<file path="src/rtl/saltos.sv">
// -----------------------------------------------------------------------------
// saltos - branch/jump decision unit of the processor control path.
//
// Combines the decoder's 4-bit jump-condition code with the ALU status flags.
// It produces the registered program-counter source select one clock later.
//
// Ports
//   i_Clk            in   1  system clock, rising-edge active
//   i_Rst            in   1  synchronous, active-high reset (select -> PC+1)
//   i_Control_Salto  in   4  jump-condition code from the instruction decoder
//   i_BanEstado      in   3  status flags: [0]=Z zero, [1]=C carry, [2]=N negative
//   o_Salto_PC       out  2  PC source select (registered):
//                              00 PC+1, 01 jump target, 10 return address,
//                              11 hold PC
//
// The decision is purely a function of the current code and flags. HALT is
// not remembered here: the decoder must keep issuing HALT to stay halted.
// -----------------------------------------------------------------------------
module saltos (
    input  logic       i_Clk,
    input  logic       i_Rst,
    input  logic [3:0] i_Control_Salto,
    input  logic [2:0] i_BanEstado,
    output logic [1:0] o_Salto_PC
);

    // PC source select encodings
    localparam logic [1:0] SEL_SEQ    = 2'b00;
    localparam logic [1:0] SEL_TARGET = 2'b01;
    localparam logic [1:0] SEL_RETURN = 2'b10;
    localparam logic [1:0] SEL_HOLD   = 2'b11;

    // Jump-condition codes
    localparam logic [3:0] OP_NOP  = 4'b0000;
    localparam logic [3:0] OP_JMP  = 4'b0001;
    localparam logic [3:0] OP_JZ   = 4'b0010;
    localparam logic [3:0] OP_JNZ  = 4'b0011;
    localparam logic [3:0] OP_JC   = 4'b0100;
    localparam logic [3:0] OP_JNC  = 4'b0101;
    localparam logic [3:0] OP_JN   = 4'b0110;
    localparam logic [3:0] OP_JNN  = 4'b0111;
    localparam logic [3:0] OP_JA   = 4'b1000;
    localparam logic [3:0] OP_JBE  = 4'b1001;
    localparam logic [3:0] OP_JG   = 4'b1010;
    localparam logic [3:0] OP_JLE  = 4'b1011;
    localparam logic [3:0] OP_CALL = 4'b1100;
    localparam logic [3:0] OP_RET  = 4'b1101;
    localparam logic [3:0] OP_HALT = 4'b1110;

    logic       flag_z;
    logic       flag_c;
    logic       flag_n;
    logic       cond_taken;
    logic [1:0] sel_next;
    logic [1:0] sel_reg;

    assign flag_z = i_BanEstado[0];
    assign flag_c = i_BanEstado[1];
    assign flag_n = i_BanEstado[2];

    // Condition evaluation for the flag-dependent codes. Flags a code does
    // not mention never reach its term.
    always_comb begin
        cond_taken = 1'b0;
        case (i_Control_Salto)
            OP_JZ:   cond_taken = flag_z;
            OP_JNZ:  cond_taken = ~flag_z;
            OP_JC:   cond_taken = flag_c;
            OP_JNC:  cond_taken = ~flag_c;
            OP_JN:   cond_taken = flag_n;
            OP_JNN:  cond_taken = ~flag_n;
            OP_JA:   cond_taken = ~flag_c & ~flag_z;   // unsigned above
            OP_JBE:  cond_taken = flag_c | flag_z;     // unsigned below-or-equal
            OP_JG:   cond_taken = ~flag_n & ~flag_z;   // signed greater
            OP_JLE:  cond_taken = flag_n | flag_z;     // signed less-or-equal
            default: cond_taken = 1'b0;
        endcase
    end

    // Select decode. Every code has an explicit arm or falls into the
    // default, so all 128 input combinations give a defined value.
    always_comb begin
        sel_next = SEL_SEQ;
        case (i_Control_Salto)
            OP_NOP:  sel_next = SEL_SEQ;
            OP_JMP,
            OP_CALL: sel_next = SEL_TARGET;
            OP_RET:  sel_next = SEL_RETURN;
            OP_HALT: sel_next = SEL_HOLD;
            OP_JZ, OP_JNZ, OP_JC, OP_JNC, OP_JN, OP_JNN,
            OP_JA, OP_JBE, OP_JG, OP_JLE:
                     sel_next = cond_taken ? SEL_TARGET : SEL_SEQ;
            default: sel_next = SEL_SEQ;   // reserved code 1111
        endcase
    end

    // Single output register. This gives exactly one cycle of latency and
    // no combinational path from the inputs to o_Salto_PC.
    always_ff @(posedge i_Clk) begin
        if (i_Rst) begin
            sel_reg <= SEL_SEQ;
        end else begin
            sel_reg <= sel_next;
        end
    end

    assign o_Salto_PC = sel_reg;

endmodule

</file>
<file path="config.mk">
export PLATFORM = sky130hd
export DESIGN_NAME = saltos
export DESIGN_NICKNAME = d
export VERILOG_FILES = /design/src/rtl/saltos.sv
export SDC_FILE = /design/constraint.sdc
export NUM_CORES = 1
export LEC_CHECK = 0
export ABC_CLOCK_PERIOD_IN_PS = 1330
export BUFFER_PORTS_ARGS = -buffer_cell sky130_fd_sc_hd__buf_2
export CAP_MARGIN = 0
export CELL_PAD_IN_SITES_DETAIL_PLACEMENT = 1
export CELL_PAD_IN_SITES_GLOBAL_PLACEMENT = 2
export CORE_AREA = 2 2 39 41
export DETAILED_ROUTE_END_ITERATION = 10
export DIE_AREA = 0 0 41 43
export GPL_ROUTABILITY_DRIVEN = 0
export PLACE_DENSITY_LB_ADDON = 0.12
export SETUP_SLACK_MARGIN = 0.05
export SLEW_MARGIN = 0
export SYNTH_ARGS = -nofsm -noshare
export SYNTH_HDL_FRONTEND = slang
export SYNTH_SLANG_ARGS = --single-unit
</file>
<file path="constraint.sdc">
create_clock -name i_Clk -period 1.33 [get_ports i_Clk]
set_input_delay 0.133 -clock i_Clk [delete_from_list [all_inputs] [get_ports i_Clk]]
set_output_delay 0.133 -clock i_Clk [all_outputs]
set_load 0.01 [all_outputs]
</file>
==> summary.md, run 1 <==
| Metric | Value |
|---|---|
| Outcome | `complete, no violations` |
| Die H | `43 microns` |
| Hold Crit Class | `primary input to flop` |
| Top cells by area, synth | `dfxtp_1 (23%), nor3_1 (8.5%), and2b_1 (8.5%)` |
| Peak VDD IR | `0.1176 mV` |
| # fillers | `170` |
| Via count | `214` |
| Leakage | `0.1244 nW` |
| Vias/cell | `4.280` |
| Synthesized flop and latch total | `2` |
| Fin crit period | `0.9152 ns` |
| Row cnt | `14` |
| Largest net degree at the start of global routing | `8` |
| Power Density | `926.5 nW/um^2` |
| Cells after synthesis | `21` |
| First-pass GRT wire length | `890 microns` |
| Initial DRC Count | `0` |
| Pre-antenna DRT Iters | `1` |
| # setup viols final | `0` |
| Count of pins over their slew limit | `0` |
| Setup TNS | `0 ns` |
| DRC viols | `0` |
| Netlist Area Pre-Place | `176.4 sq um` |
| Die width | `41 microns` |
| Net Count, Synth | `30` |
| Area leader, netlist | `dfxtp_1` |
| CTS tree | `built` |
| Cts bufs inserted | `3` |
| Number of flip-flops in the largest register | `2` |
| Core ar. | `1384 sq um` |
| Die ar. | `1763 sq um` |
| Top Ports | `11` |
| Fin util | `19.44%` |
| Clock Tree Root | `clkbuf_4` |
| Clock buffer depth | `2` |
| Vias in the first global route | `233` |
| CP required | `1.43 ns` |
| CP endpoint kind | `flop` |
| Postcts setup bufs | `0` |
| Fmax | `1093 MHz` |
| Commonest non-fill, non-tap cell in the layout | `buf_2` |
| Worst Path Max Fanout | `7` |
| Syn avg cell area | `8.401 sq um` |
| Layout area overhead | `52.48%` |
| WP data arrival | `1.02 ns` |
| Tcrit/Tclk final | `68.81%` |
| Grt ovf | `0` |
| DRT Wirelength | `528 microns` |
| Critical Setup Path Class | `primary input to flop` |
| CTS resizes | `0` |
| PortBufs | `10` |
| Synth unique cells | `15` |
| Initial antenna violation count | `0` |
| Yosys top cell area share | `22.70%` |
| Final Hold Viols | `0` |
| Max-slew headroom | `81.81%` |
| Share of layout cells above drive strength 1 | `38.24%` |
| Worst Setup Start Kind | `primary input` |
| CTS H-Tree Depth | `1` |
| CTS Hold Bufs | `0` |
| Initial core utilization | `12.75%` |
| Synth warnings | `0` |
| CTS Sinks | `2` |
| Total power | `249.2 uW` |
| Worst-Margin Slew | `0.2708 ns` |
| Clk pin slew, worst setup/hold paths | `0.03 ns` |
| Gr usage total | `8.008%` |
| Maxcap violations | `0` |
| Most frequent cells in the layout | `buf_2 (10), nor3_1 (3), clkbuf_4 (3)` |
| RSZ-0062 raised after global routing | `no` |
| Ant diodes | `0` |
| Register area share after synthesis | `22.70%` |
| Routed length per instance | `10.56 microns` |
| Routed Antenna Nets | `0` |
| Layout Nets | `45` |
==> worst max-delay path, stage by stage <==
cell and delay [ns]:
buf_2 0.14, and3b_1 0.18, nor3_1 0.27, mux2i_1 0.22
nand2_1 0.07
==> metal layers <==
| layer | part of all wire [%] | global-route usage, % | routed length, microns | vias up |
|---|---|---|---|---|
| met2 | 53 | 11.88 | 282 | 7 |
| met5 | 0 | 0 | 0 | - |
| met1 | 41 | 8.599 | 218 | 98 |
| met4 | 0 | 8.000 | 0 | 0 |
| met3 | 4.9 | 1.571 | 26 | 0 |
| li1 | - | - | - | 109 |
==> per-stage QoR <==
| step | worst slack, ns | hold slack, ns | cell area [sq um] | cells |
|---|---|---|---|---|
| 3_5_place_dp | 0.2015 | 0.3645 | 246.5 | 47 |
| 2_1_floorplan | 0.4192 | 0.2096 | 176.4 | 21 |
| 6_report | 0.4148 | 0.1322 | 269.0 | 50 |
| 3_3_place_gp | 0.1705 | 0.3566 | 246.5 | 47 |
| 4_1_cts | 0.4116 | 0.1281 | 269.0 | 50 |
| 5_1_grt | 0.3507 | 0.1390 | 269.0 | 50 |
==> synth_stat cells (all sizes together) <==
| master | n |
|---|---|
| or4b | 1 |
| o211ai | 1 |
| o21ai | 1 |
| nor3 | 3 |
| mux2i | 1 |
| a31o | 1 |
| xnor2 | 1 |
| and3b | 1 |
| and2b | 2 |
| nor4b | 1 |
| nor4bb | 1 |
| nor2b | 1 |
| nand2 | 2 |
| dfxtp | 2 |
| nor3b | 2 |
==> final timing paths <==
check	start	end	slack, ns	cells after the start
worst max-delay path	i_Control_Salto[3]	o_Salto_PC[0]$_SDFF_PP0_	0.41	5
worst min-delay path	i_Rst	o_Salto_PC[1]$_SDFF_PP0_	0.13	2
==> logic make-up after synthesis <==
logic type       count (synthesis)  share of synthesized area (%)
multiplexers                     1                          5.674
flip-flops                       2                          22.70
XOR/XNOR                         1                          4.965
AO/OA/AOI/OAI                    3                          12.06
AND/OR/NAND/NOR                 14                          54.61
==> layout make-up <==
type	instances	area, sq um	share of cell area (%)
multi-input combinational	19	136.4	50.70
timing repair buffer	10	50.05	18.60
sequential	2	40.04	14.88
clock buffer	3	22.52	8.372
tap	16	20.02	7.442
==> report_power, final <==
| part | leakage [nW] | internal [mW] | switching [mW] |
|---|---|---|---|
| combinational | 0.0942 | 0.0268 | 0.0267 |
| clock | 0.0138 | 0.0992 | 0.0312 |
| sequential | 0.0165 | 0.0646 | 0.000657 |
Note: power is estimated with default switching activity, not from simulation.
==> run 2: changes to the inputs <==
--- a/config.mk
+++ b/config.mk
@@ -5,14 +5,14 @@
 export SDC_FILE = /design/constraint.sdc
 export NUM_CORES = 1
 export LEC_CHECK = 0
-export ABC_CLOCK_PERIOD_IN_PS = 1330
+export ABC_AREA = 1
+export ABC_CLOCK_PERIOD_IN_PS = 950
 export BUFFER_PORTS_ARGS = -buffer_cell sky130_fd_sc_hd__buf_2
 export CAP_MARGIN = 0
 export CELL_PAD_IN_SITES_DETAIL_PLACEMENT = 1
 export CELL_PAD_IN_SITES_GLOBAL_PLACEMENT = 2
-export CORE_AREA = 2 2 39 41
+export CORE_UTILIZATION = 16
 export DETAILED_ROUTE_END_ITERATION = 10
-export DIE_AREA = 0 0 41 43
 export GPL_ROUTABILITY_DRIVEN = 0
 export PLACE_DENSITY_LB_ADDON = 0.12
 export SETUP_SLACK_MARGIN = 0.05
==> constraint.sdc (replaced) <==
create_clock -name i_Clk -period 0.95 [get_ports i_Clk]
set_input_delay 0.095 -clock i_Clk [delete_from_list [all_inputs] [get_ports i_Clk]]
set_output_delay 0.095 -clock i_Clk [all_outputs]
set_load 0.01 [all_outputs]
==> run 2 against run 1 <==
  * Combinational power grew 74%
  * Critical endpoint is now o_Salto_PC[0]
  * Synthesized cell count grew 90%
  * Largest cell class unchanged
  * Largest power group unchanged
  * Via count grew 35%
  * Area after synthesis grew 18%
  * Critical path type is now flop to output pin
  * Worst setup slack lost 0.19 ns
  * Utilization grew 6.4 points
  * Critical path depth shrank 4
  * Die area shrank 18%
==> summary.md, run 2 <==
| Metric | Value |
|---|---|
| CTS Sinks | `2 (unchanged)` |
| Core ar. | `1156 sq um (-16%)` |
| Fin crit period | `0.7231 ns` |
| Clk pin slew, worst setup/hold paths | `0.03 ns (about the same)` |
| Critical path's slowest cell | `dfxtp_1` |
| Clock power share | `49.1% (-3.2 points)` |
| Fin util | `25.87% (+6.4 points)` |
| Clock buffer depth | `2 (unchanged)` |
| Vias/cell | `4.313 (+0.78%)` |
| # fillers | `160 (-5.9%)` |
| Largest net degree at the start of global routing | `8 (unchanged)` |
| Worst Setup Start Kind | `flop` |
| Row cnt | `12 (-2)` |
| Critical Setup Path Class | `flop to output pin` |
| Routed length per instance | `9.642 microns (-8.7%)` |
| Switching share of power | `26.81% (+3.3 points)` |
| Hold Crit Class | `primary input to flop` |
| Routed Antenna Nets | `0 (unchanged)` |
| CP delay by family, top | `flip-flops` |
| Crit-path cells | `buf_2` |
| Cell total after placement | `64 (+36%)` |
| First-pass GRT wire length | `1166 microns (+31%)` |
| Die ar. | `1454 sq um (-18%)` |
| Leakage | `0.1684 nW (+35%)` |
| Initial DRC Count | `8 (+8)` |
| Gr usage total | `11.26% (+3.3 points)` |
| Area leader, netlist | `dfxtp_1` |
| Share of layout cells above drive strength 1 | `32.08% (-6.2 points)` |
| Tcrit/Tclk final | `76.12%` |
| DRT Wirelength | `646 microns (+22%)` |
| Reg area | `40.04 sq um (unchanged)` |
| Number of flip-flops in the largest register | `2 (unchanged)` |
| Yosys top cell area share | `19.16% (-3.5 points)` |
| Cts bufs inserted | `3 (unchanged)` |
| Switching power | `96.85 uW (+65%)` |
| Synthesized flop and latch total | `2 (unchanged)` |
| Worst Setup SP | `o_Salto_PC[0]$_SDFF_PP0_` |
| Design Area, Final | `299.0 sq um (+11%)` |
| Maxcap violations | `0 (unchanged)` |
| Netlist Area Pre-Place | `209.0 sq um (+18%)` |
| Max incr delay on CP | `0.29 ns (+0.02 ns)` |
| DRC viols | `0 (unchanged)` |
| Ant diodes | `0 (unchanged)` |
| CTS H-Tree Depth | `1 (unchanged)` |
| Total power | `361.2 uW (+45%)` |
| Initial antenna violation count | `0 (unchanged)` |
| CTS Hold Bufs | `0 (unchanged)` |
| Top Ports | `11 (unchanged)` |
| Pre-antenna DRT Iters | `2 (+1)` |
| Combinational Power Share | `25.7% (+4.2 points)` |
| Setup TNS | `0 ns (unchanged)` |
| Postcts setup bufs | `0 (unchanged)` |
| Die width | `38.14 microns (-7.0%)` |
| Layout Nets | `64 (+42%)` |
| CTS resizes | `0 (unchanged)` |
| WP data arrival | `0.63 ns (-0.39 ns)` |
| Commonest non-fill, non-tap cell in the layout | `buf_2` |
| Register area share after synthesis | `19.16% (-3.5 points)` |
| Net Count, Synth | `49 (+63%)` |
| HP Start | `i_Rst` |
| Post-Place Cell Area | `276.5 sq um (+12%)` |
| Top_reg_cell synth | `dfxtp_1` |
| CP endpoint kind | `output pin` |
| Vias in the first global route | `283 (+21%)` |
| Sequential share of power | `25.1% (-1.1 points)` |
| Max-slew headroom | `88.50% (+6.7 points)` |
| Syn avg cell area | `5.224 sq um (-38%)` |
| Synth warnings | `0 (unchanged)` |
| # setup viols final | `0 (unchanged)` |
| RSZ-0062 raised after global routing | `no` |
| Layout area overhead | `43.11%` |
| Synth unique cells | `12 (-3)` |
| P_int | `264.4 uW (+39%)` |
| Post-synth EDFFs | `0 (unchanged)` |
| Area of the multi-input gates | `142.6 sq um (+4.6%)` |
| CP required | `0.85 ns (-0.58 ns)` |
| Outcome | `complete, no violations` |
| Power Density | `1208 nW/um^2 (+30%)` |
| Initial core utilization | `18.07% (+5.3 points)` |
| Layout Cells excl Fill | `67 (+34%)` |
| Buffer and inverter count on the worst path | `1 (unchanged)` |
| Count of pins over their slew limit | `0 (unchanged)` |
| Peak VDD IR | `0.2135 mV (+81%)` |
| Worst Path Max Fanout | `1 (-6)` |
| Post-synth top cells | `nand3_1 (8), nor2_1 (8), nand2_1 (7)` |
| Fmax | `1383 MHz` |
| Synth async-reset ratio | `0% (unchanged)` |
| PortBufs | `10 (unchanged)` |
| Worst-Margin Slew | `0.1707 ns (-0.1001 ns)` |
| Top cells by area, synth | `dfxtp_1 (19%), nand3_1 (19%), nor2_1 (14%)` |
| Most frequent cells in the layout | `buf_2 (10), nand3_1 (8), nor2_1 (8)` |
| HPWL after detailed placement | `544.3 microns` |
| Via count | `289 (+35%)` |
| Clock Tree Root | `clkbuf_4` |
| CTS tree | `built` |
| Final Hold Viols | `0 (unchanged)` |
| Die H | `38.14 microns (-11%)` |
| Cells after synthesis | `40 (+90%)` |
| Grt ovf | `0 (unchanged)` |
run 2: changes by cell type after synthesis, sizes merged, moves of 2 or more:
cell	delta
nor2	+9
nand3	+8
inv	+7
nand2	+5
a21oi	+2
and2b	-2
nor3	-2
nor3b	-2
o21ai	+2
run 2: kinds of logic after synthesis:
kind of cell	share of synthesized area, %
DFF	19.16
buffers and inverters	12.58
and+or+nand+nor	54.50
AOI/OAI and AO/OA	13.77
run 2: per-layer routing:
metal / up-vias / track usage (%) / wire (microns)
met5: - / 0 / 0
met4: 0 / 5.357 / 0
met3: 0 / 1.744 / 21
met2: 6 / 17.80 / 330
met1: 127 / 14.69 / 294
li1: 156 / - / -
run 2: final timing paths:
path                                    to  slack, ns  depth (start not counted)
hold / removal    o_Salto_PC[0]$_SDFF_PP0_       0.06                          2
setup / recovery             o_Salto_PC[0]       0.23                          1
run 2: power groups by stage:
stage	combinational [mW]	sequential [mW]	clock [mW]
2_1_floorplan	0.0459	0.0947	0
4_1_cts	0.0943	0.0910	0.189
5_1_grt	0.108	0.0911	0.203
6_report	0.0930	0.0908	0.177
3_3_place_gp	0.0940	0.0917	0
3_5_place_dp	0.0938	0.0920	0
run 2: area by class of cell:
| class | instances | share of cell area [%] |
|---|---|---|
| tap | 14 | 5.858 |
| timing repair buffer | 10 | 16.74 |
| inverter | 7 | 8.787 |
| multi-input combinational | 31 | 47.70 |
| clock buffer | 3 | 7.531 |
| sequential | 2 | 13.39 |
run 2: stage by stage:
step | hold WS [ns] | setup slack [ns]
final | 0.05970 | 0.2269
after CTS | 0.05348 | 0.2109
after global placement | 0.2791 | 0.02988
after global routing | 0.05602 | 0.1794
after floorplan | 0.1574 | 0.2823
after detailed placement | 0.2809 | 0.02562
==> run 3: changes to the inputs <==
--- a/config.mk
+++ b/config.mk
@@ -5,14 +5,15 @@
 export SDC_FILE = /design/constraint.sdc
 export NUM_CORES = 1
 export LEC_CHECK = 0
-export ABC_AREA = 1
-export ABC_CLOCK_PERIOD_IN_PS = 950
+export ABC_AREA = 0
+export ABC_CLOCK_PERIOD_IN_PS = 800
 export BUFFER_PORTS_ARGS = -buffer_cell sky130_fd_sc_hd__buf_2
 export CAP_MARGIN = 0
 export CELL_PAD_IN_SITES_DETAIL_PLACEMENT = 1
 export CELL_PAD_IN_SITES_GLOBAL_PLACEMENT = 2
-export CORE_UTILIZATION = 16
+export CORE_AREA = 2 2 39 41
 export DETAILED_ROUTE_END_ITERATION = 10
+export DIE_AREA = 0 0 41 43
 export GPL_ROUTABILITY_DRIVEN = 0
 export PLACE_DENSITY_LB_ADDON = 0.12
 export SETUP_SLACK_MARGIN = 0.05
==> constraint.sdc (replaced) <==
create_clock -name i_Clk -period 0.8 [get_ports i_Clk]
set_input_delay 0.08 -clock i_Clk [delete_from_list [all_inputs] [get_ports i_Clk]]
set_output_delay 0.08 -clock i_Clk [all_outputs]
set_load 0.01 [all_outputs]
==> run 3 against run 2 <==
  * Die area grew 21%
  * Global-route usage shrank 3.3 points
  * Highest routed layer unchanged
  * Non-clock buffer count grew 3
  * Sequential power grew 21%
  * Worst hold slack gained 0.023 ns
  * First-iteration DRC count shrank 100%
  * Final cell count shrank 21%
  * Sequential share of layout area shrank 1.8 points
  * Count of clock-buffer cells in the layout is the same
  * Routed wire length shrank 16%
==> summary.md, run 3 (synthesized netlist as in run 1, its figures left out) <==
| Metric | Value |
|---|---|
| Hold Crit Class | `primary input to flop` |
| DRT Wirelength | `542 microns (-16%)` |
| Fmax | `1272 MHz` |
| Worst-Margin Slew | `0.2139 ns (+0.04314 ns)` |
| Fin util | `25.68% (-0.19 points)` |
| DRC viols | `0 (unchanged)` |
| Die H | `43 microns (+13%)` |
| HP Start | `i_Rst` |
| Number of flip-flops in the largest register | `2 (unchanged)` |
| Leakage | `0.1648 nW (-2.1%)` |
| Fin crit period | `0.7863 ns` |
| Max-slew headroom | `85.63% (-2.9 points)` |
| Clock buffer depth | `2 (unchanged)` |
| Clk pin slew, worst setup/hold paths | `0.03 ns (about the same)` |
| Routed length per instance | `10.23 microns (+6.1%)` |
| Row cnt | `14 (+2)` |
| CP endpoint kind | `flop` |
| PortBufs | `10 (unchanged)` |
| HPWL after detailed placement | `454 microns (-17%)` |
| Gr usage total | `7.992% (-3.3 points)` |
| Grt ovf | `0 (unchanged)` |
| Layout area overhead | `101.4%` |
| Peak VDD IR | `0.2790 mV (+31%)` |
| Via count | `225 (-22%)` |
| CTS tree | `built` |
| Tcrit/Tclk final | `98.29%` |
| Pre-antenna DRT Iters | `1 (-1)` |
| Design Area, Final | `355.3 sq um (+19%)` |
| Commonest non-fill, non-tap cell in the layout | `buf_2` |
| Core ar. | `1384 sq um (+20%)` |
| CTS Sinks | `2 (unchanged)` |
| # setup viols final | `0 (unchanged)` |
| Clock Tree Root | `clkbuf_4` |
| Maxcap violations | `0 (unchanged)` |
| Layout Nets | `48 (-25%)` |
| Initial DRC Count | `0 (-8)` |
| Count of pins over their slew limit | `0 (unchanged)` |
| Most frequent cells in the layout | `buf_2 (7), clkbuf_4 (3), buf_4 (3)` |
| Critical Setup Path Class | `primary input to flop` |
| Top Ports | `11 (unchanged)` |
| Hold Path Sink | `o_Salto_PC[1]$_SDFF_PP0_` |
| Largest net degree at the start of global routing | `6 (-2)` |
| Die ar. | `1763 sq um (+21%)` |
| Worst Path Max Fanout | `5 (+4)` |
| Power Density | `1275 nW/um^2 (+5.6%)` |
| CP required | `0.96 ns (+0.11 ns)` |
| Vias/cell | `4.245 (-1.6%)` |
| First-pass GRT wire length | `972 microns (-17%)` |
| Postcts setup bufs | `0 (unchanged)` |
| RSZ-0062 raised after global routing | `yes` |
| Initial core utilization | `12.75% (-5.3 points)` |
| Cts bufs inserted | `3 (unchanged)` |
| Total power | `453.2 uW (+25%)` |
| Share of layout cells above drive strength 1 | `56.76% (+25 points)` |
| Hold Crit Depth | `2 (unchanged)` |
| Initial antenna violation count | `0 (unchanged)` |
| Outcome | `complete, no violations` |
| WP data arrival | `0.95 ns (+0.32 ns)` |
| CTS H-Tree Depth | `1 (unchanged)` |
| Routed Antenna Nets | `0 (unchanged)` |
| Final Hold Viols | `0 (unchanged)` |
| Ant diodes | `0 (unchanged)` |
| Vias in the first global route | `257 (-9.2%)` |
| Die width | `41 microns (+7.5%)` |
| Worst Setup Start Kind | `primary input` |
| Post-Place Cell Area | `269.0 sq um (-2.7%)` |
## run 3: how the worst max path moves through the flow
| stage | startpoint | endpoint | slack (ns) | cells after the start |
|---|---|---|---|---|
| after floorplan | i_Control_Salto[1] | o_Salto_PC[0]$_SDFF_PP0_ | -0.06 | 3 |
| after global routing | i_Control_Salto[1] | o_Salto_PC[0]$_SDFF_PP0_ | 0.005 | 4 |
| final | i_Control_Salto[1] | o_Salto_PC[0]$_SDFF_PP0_ | 0.01 | 4 |
| after detailed placement | i_Control_Salto[1] | o_Salto_PC[0]$_SDFF_PP0_ | -0.25 | 5 |
| after CTS | i_Control_Salto[1] | o_Salto_PC[0]$_SDFF_PP0_ | 0.02 | 4 |
| after global placement | i_Control_Salto[1] | o_Salto_PC[0]$_SDFF_PP0_ | -0.26 | 5 |
## run 3: metal layers
layer	vias up	track usage [%]	wire length (microns)
met5	-	0	0
met4	0	4.000	0
met2	7	13.13	303
met3	0	1.571	32
li1	114	-	-
met1	104	9.177	207
## run 3: stage by stage
stage / hold slack [ns] / instances / setup slack, ns / TNS (ns)
after floorplan: 0.1566 / 21 / -0.05784 / -0.05784
after global placement: 0.3060 / 50 / -0.2560 / -0.2560
after detailed placement: 0.3207 / 50 / -0.2482 / -0.2489
after CTS: 0.09031 / 53 / 0.02141 / 0
after global routing: 0.09251 / 53 / 0.004829 / 0
final: 0.08257 / 53 / 0.01367 / 0
## run 3: final cells by class
cell class                      count  area [sq um]
Tap cell                           16         20.02
Clock buffer                        3         22.52
Fill cell                         166          1028
Sequential cell                     2         41.29
Multi-Input combinational cell     19         176.4
Timing Repair Buffer               13         95.09
## run 3: timing repair
| action | CTS | global route |
|---|---|---|
| resized for setup | 3 | 8 |
| hold buffers | 0 | 0 |
| pin swaps | 0 | 1 |
| endpoints found under the setup margin | 1 | 3 |
## run 3: power by group
| group | leakage (nW) | total, mW | switching [mW] | internal (mW) |
|---|---|---|---|---|
| clock | 0.0138 | 0.216 | 0.0505 | 0.165 |
| combinational | 0.134 | 0.128 | 0.0549 | 0.0731 |
| sequential | 0.0169 | 0.110 | 0.00181 | 0.108 |
| total | 0.165 | 0.453 | 0.107 | 0.346 |
## run 3: critical path: stages
cell and delay [ns]:
buf_8 0.10, or4b_1 0.51, a31o_1 0.20, nand2_1 0.05
